==> src/rtl/counter_pkg.sv <==
// Shared definitions for the mode counter: the two-bit mode encoding.
package counter_pkg;

    typedef enum logic [1:0] {
        MODE_HOLD = 2'b00,
        MODE_UP   = 2'b01,
        MODE_DOWN = 2'b10,
        MODE_LOAD = 2'b11
    } mode_e;

endpackage

==> src/rtl/mode_counter.sv <==
// Up/down/load counter with wrap or saturate at 0..MAX_VAL and a limit-event pulse.
// Optional sticky overflow flag enabled by defining COUNTER_OVF_STICKY_EN.
module mode_counter
    import counter_pkg::*;
#(
    parameter int unsigned     WIDTH     = 10,
    parameter longint unsigned MAX_VAL   = (64'd1 << WIDTH) - 64'd1,
    parameter longint unsigned RESET_VAL = 64'd0,
    parameter int unsigned     SATURATE  = 0
) (
    input  logic             clk,
    input  logic             rst_n,
    input  logic             en,
    input  logic [1:0]       mode,
    input  logic [WIDTH-1:0] load_val,
    input  logic             clr_ovf,
    output logic [WIDTH-1:0] cnt,
    output logic             tc_hi,
    output logic             tc_lo,
    output logic             wrap,
    output logic             ovf
);

    if (WIDTH < 2 || WIDTH > 32 || MAX_VAL < 64'd1 ||
        MAX_VAL > ((64'd1 << WIDTH) - 64'd1) || RESET_VAL > MAX_VAL ||
        SATURATE > 1) begin : g_param_check
        $error("mode_counter: illegal parameter combination");
    end

    localparam logic [WIDTH-1:0] MAX_C   = MAX_VAL[WIDTH-1:0];
    localparam logic [WIDTH-1:0] RESET_C = RESET_VAL[WIDTH-1:0];
    localparam logic [WIDTH-1:0] ONE     = WIDTH'(1);

    mode_e mode_q;
    logic  at_max;
    logic  at_min;
    logic  limit_evt;

    assign mode_q = mode_e'(mode);
    assign at_max = (cnt == MAX_C);
    assign at_min = (cnt == '0);
    assign tc_hi  = at_max;
    assign tc_lo  = at_min;

    // A limit event is an enabled step past either end, whether it wraps or saturates.
    assign limit_evt = en && ((mode_q == MODE_UP && at_max) ||
                              (mode_q == MODE_DOWN && at_min));

    always_ff @(posedge clk or negedge rst_n) begin
        if (!rst_n) begin
            cnt  <= RESET_C;
            wrap <= 1'b0;
        end else begin
            wrap <= limit_evt;
            if (en) begin
                case (mode_q)
                    MODE_UP: begin
                        if (!at_max)
                            cnt <= cnt + ONE;
                        else if (SATURATE == 0)
                            cnt <= '0;
                    end
                    MODE_DOWN: begin
                        if (!at_min)
                            cnt <= cnt - ONE;
                        else if (SATURATE == 0)
                            cnt <= MAX_C;
                    end
                    MODE_LOAD: cnt <= (load_val > MAX_C) ? MAX_C : load_val;
                    default:   cnt <= cnt;
                endcase
            end
        end
    end

`ifdef COUNTER_OVF_STICKY_EN
    // Set takes priority over clear when both land on the same edge.
    always_ff @(posedge clk or negedge rst_n) begin
        if (!rst_n)
            ovf <= 1'b0;
        else if (limit_evt)
            ovf <= 1'b1;
        else if (clr_ovf)
            ovf <= 1'b0;
    end
`else
    logic unused_clr_ovf;
    assign unused_clr_ovf = clr_ovf;
    assign ovf            = 1'b0;
`endif

endmodule
==> config.mk <==
export PLATFORM = sky130hd
export DESIGN_NAME = mode_counter
export DESIGN_NICKNAME = d
export VERILOG_FILES = /design/src/rtl/counter_pkg.sv /design/src/rtl/mode_counter.sv
export SDC_FILE = /design/constraint.sdc
export NUM_CORES = 1
export LEC_CHECK = 0
export ABC_AREA = 1
export CORE_MARGIN = 2
export CORE_UTILIZATION = 28
export DETAILED_ROUTE_END_ITERATION = 8
export GPL_TIMING_DRIVEN = 0
export PLACE_DENSITY = 0.53
export SLEW_MARGIN = 0
export SYNTH_ARGS = -nofsm -noshare
export SYNTH_HDL_FRONTEND = slang
export SYNTH_SLANG_ARGS = --single-unit
==> constraint.sdc <==
create_clock -name clk -period 2.77 [get_ports clk]
set_input_delay 0.4155 -clock clk [delete_from_list [all_inputs] [get_ports clk]]
set_output_delay 0.4155 -clock clk [all_outputs]
set_load 0.005 [all_outputs]
# Word-level counts from Yosys, hierarchy flattened

Cells that the tools add are included.

Add/subtract/negate cells: 2
Order comparisons: 1
Equal/unequal tests: 4
Muxes and demuxes: 4
Reductions and logical operators: 7

Operators by type and width:

| operator                                                              | number |
|---|---|
| 10-bit two-way mux                                                    | 3 |
| 10-bit one-hot mux with 3 select lines                                | 1 |
| 10-bit by 1-bit adder with 10-bit output, second input constant       | 1 |
| 10-bit equality test, second input constant                           | 1 |
| 10-bit greater-than comparator, second input constant                 | 1 |
| 10-bit zero test                                                      | 1 |
| 10-bit by 1-bit subtractor with 10-bit output, second input constant  | 1 |
| 2-bit equality test, second input constant                            | 2 |
| 1-bit logical AND                                                     | 3 |
| 3-bit nonzero test                                                    | 1 |
| 2-bit by 1-bit equality test with 1-bit output, second input constant | 1 |
| 2-bit AND reduction                                                   | 1 |
| 1-bit logical OR                                                      | 1 |

Register bits: 11
Input port bits: 16
Output and inout bits: 14
Word-level logic and storage cells: 20

# Longest topological paths before layout

Gate-level depths: netlist (run 1).

Depth in word-level cells: 4
Gate-level depth with buffers: 10
Gate-level depth less buffers: 10

# Least setup slack after synthesis (run 1)

Ideal clock, no wire load.

Path type: reg-to-output
From: register cnt[0]
To: output tc_lo
Arrival: 1.134 ns
Required time: 2.355 ns
Path slack: 1.221 ns
Stages on the path, launching flop included: 5
Buffers on the path: 0
Cell sequence: dfrtp_1 -> inv_1 -> ha_1 -> nand2_2 -> nor4_4

Word-level cells in the longest chain between the ends: 1

RTL lines:

| item                   | RTL line           | RTL |
|---|---|---|
| from (decl)            | mode_counter.sv:17 | `output logic [WIDTH-1:0] cnt,` |
| from (signal assigned) | mode_counter.sv:59 | `cnt <= cnt + ONE;` |
| from (signal assigned) | mode_counter.sv:65 | `cnt <= cnt - ONE;` |
| from (signal assigned) | mode_counter.sv:69 | `MODE_LOAD: cnt <= (load_val > MAX_C) ? MAX_C : load_val;` |
| 10-bit zero test       | mode_counter.sv:41 | `assign at_min = (cnt == '0);` |
| to (decl)              | mode_counter.sv:19 | `output logic tc_lo,` |

No other way between the ends.

# Worst setup path after layout (run 1)

Same ends and word-level chain as after synthesis.

==> results.md, run 1 <==
- Area of all placed cells without fillers: 0.00153 mm2
- Crit Path Max Fanout: 6
- Cell chosen for the clock root: clkbuf_8
- Tot Pwr: a little under 800 uW
- Starting DRC count in detailed routing: 32
- Slew headroom: 0.629
- Placed instance area: between 0.001 and 0.0015 mm2
- Non-filler cells in the finished layout: 268
- Insertion delay of the later-clocked pin in the worst-skew pair: 0.24 ns
- Number of maximum-capacitance constraint violations: 0
- Ratio of routed vias to standard cells: 4.56
- Met2 wirelength from detailed routing: approximately 1400 um
- Total of endpoints with negative setup slack in the final report: 0
- DRC violation count after routing: 0
- Detailed Place HPWL: 2450 um
- Outcome: completed
- Final clock period utilization by the worst path: 0.886
- Worst-margin pin slew: between 0.5 and 0.6 ns
- Number of max-slew violations in the final report: 0
- Total track usage: 0.148
- FF+latch count, synth: 11
- Sequential share of the synthesized area: 0.240
- Count of hold buffers inserted by post-cts repair: 0
- Final antenna-violating net count: 0
- First-pass GRT wire length: a little over 5000 um
- Top routing layer in use: met4
- Count of endpoints failing hold in the final timing report: 0
- Setup repair after global routing missed its margin: false
- Synth unique cells: 30
- Placed cells: 264
- Initial Utilization: 0.289
- Area of the die: 0.00463 mm2
- Met1 Wirelength: 1520 um
- Synth warn: 0
- Met3 wire length: 105 um
- Overflow after GRT: 0
- Classification of the worst setup path: reg -> out
- Via count of the first global-routing pass: 1080
- Leakage component of the power: a little over 0.0007 uW
- Core area: 0.00397 mm2
- Area growth syn-to-layout: 32.9%
- Peak ir drop on the vdd network: 0.263 mV
- Total via count in the routed design: 1223
- CTS max path bufs: 2
- Pin count of the biggest net entering global routing: 12
- Area of the mapped netlist: between 0.001 and 0.0015 mm2
- TritonCTS buffer count: 3
- Area of the multi-input gates: 733 um2
- Synthesized area divided by synthesized cell count: 6.14 um2
- Fmax: 0.407 GHz
- Library cell occupying the most area in the post-synthesis netlist: dfrtp_1
- Overall routed net length: roughly 3100 um
- Worst Clk Skew: 0.00382 ns
- Register clock-pin slew on the reported worst setup and hold paths: 0.05 ns
- Startpoint type of the worst setup path: register
- Critical path data required time: between 2 and 2.5 ns
- Pre-antenna DRT Iters: 4
- Number of cells produced by synthesis: ~190
- Leading cell type in the layout, fill and taps excluded: nand2_1
- Post-CTS Setup Repair Bufs: 0
- Die Y: 68.0 um
- Fin crit period: roughly 2.5 ns
- Number of nets in the finished design: 237
- Die width: 68.0 um
- Most frequent cells in the layout: nand2_1 (53), clkdlybuf4s50_1 (27), nor2_1 (25)
- Routability-driven placement congestion ratio: around 0.86
- Share of Yosys cell area claimed by the top area cell type: 0.240
- Top cells by area in the synthesized netlist: dfrtp_1 (24%), nand2_1 (17%), nor2_1 (8.2%), nand3_1 (6.5%), inv_1 (5.9%)
- Element type at the critical path end: output pin
- Sum of negative setup slack: 0 ns
- Register cell area after layout: 275 um2
- IO Pins: 30
- Proportion of layout cells with a drive suffix above 1: 0.142
- Number of diodes added for antenna fixing: 0
- Clock tree from TritonCTS: done
- Number of buffer cells added on primary ports: 27
- Antenna violations before repair: 0
- FILL cells: 442
- Post_cts resized: 0
- Worst Hold Class: in -> async
- Crit path DAT: 2.04 ns
- Net count of the mapped netlist: 205
- Clock sinks: 11
- CTS H-tree depth: 1
- Site row count: 23
- Power density cells: about 500 mW/mm2
- Detail-routed net length per standard cell: around 12 um
==> metrics by stage <==
step                      hold WS, ns  worst slack (ns)   util
after floorplan                 0.120              1.22      -
after global routing            0.598             0.197  0.384
after global placement          0.609             0.571  0.373
final                           0.537             0.314  0.384
after detailed placement        0.614             0.582  0.373
after CTS                       0.563             0.303  0.384
==> path summary, 6_finish.rpt <==
path,to,start,slack [ns],depth (start not counted)
min in group clk,cnt[1],cnt[1],0.62,2
min,cnt[1],rst_n,0.54,1
max in group asynchronous,cnt[5],rst_n,1.86,1
max,tc_lo,cnt[0],0.31,5
max reg2reg,cnt[7],cnt[0],1.15,10
min reg2reg,cnt[1],cnt[1],0.62,2
==> power by group <==
| part | internal (uW) | total, uW | leakage (uW) | switching, uW |
|---|---|---|---|---|
| Clock | 101 | 164 | 0.0000228 | 62.8 |
| Sequential | 191 | 239 | 0.000130 | 48.0 |
| Combinational | 170 | 375 | 0.000556 | 204 |
| Total | 463 | 778 | 0.000709 | 315 |
==> critical path: stages, from the launching register on <==
cell             delay, ns
dfrtp_1               0.44
inv_1                 0.17
ha_1                  0.25
nand2_2               0.15
nor4_4                0.25
clkdlybuf4s50_1       0.54
==> registers in the layout, indices dropped and copies added (netlist names) <==
register,cells
cnt,10
wrap,1
==> Yosys cell counts (all sizes together) <==
master,instances
nor4,1
nand3,17
conb,1
nand4,3
a21boi,1
xor2,1
ha,2
dfrtp,11
nor2,33
o211ai,1
and2,1
a21oi,12
or2,1
clkbuf,1
nand2,56
clkinv,1
nand3b,1
inv,22
a31oi,1
o21ai,14
buf,6
==> cells by family after synthesis <==
logic type,share of synthesized area
DFF,0.240
other,0.00327
buffers and inverters,0.121
and+or+nand+nor,0.471
adders and majority gates,0.0218
AOI/OAI and AO/OA,0.135
xor gates and xnor gates,0.00763
==> final cells by class <==
type / instances / area share
clock buffer: 4 / 0.0295
buffer: 7 / 0.0345
tap: 50 / 0.0410
inverter: 23 / 0.0566
multi-input combinational: 146 / 0.481
timing repair buffer: 27 / 0.177
sequential: 11 / 0.180
==> routing by layer <==
layer  global-route usage  vias up
li1                     -      660
met2                0.229       25
met3               0.0296        6
met5                    0        -
met1                0.206      532
met4               0.0425        0
Note: power is estimated with default switching activity, not from simulation.
==> run 2, diff against run 1 <==
--- a/config.mk
+++ b/config.mk
@@ -6,6 +6,7 @@
 export NUM_CORES = 1
 export LEC_CHECK = 0
 export ABC_AREA = 1
+export CAP_MARGIN = 25
 export CORE_MARGIN = 2
 export CORE_UTILIZATION = 28
 export DETAILED_ROUTE_END_ITERATION = 8
==> results of run 2 <==
Final layout, timing and power as in run 1 (identical DEF).
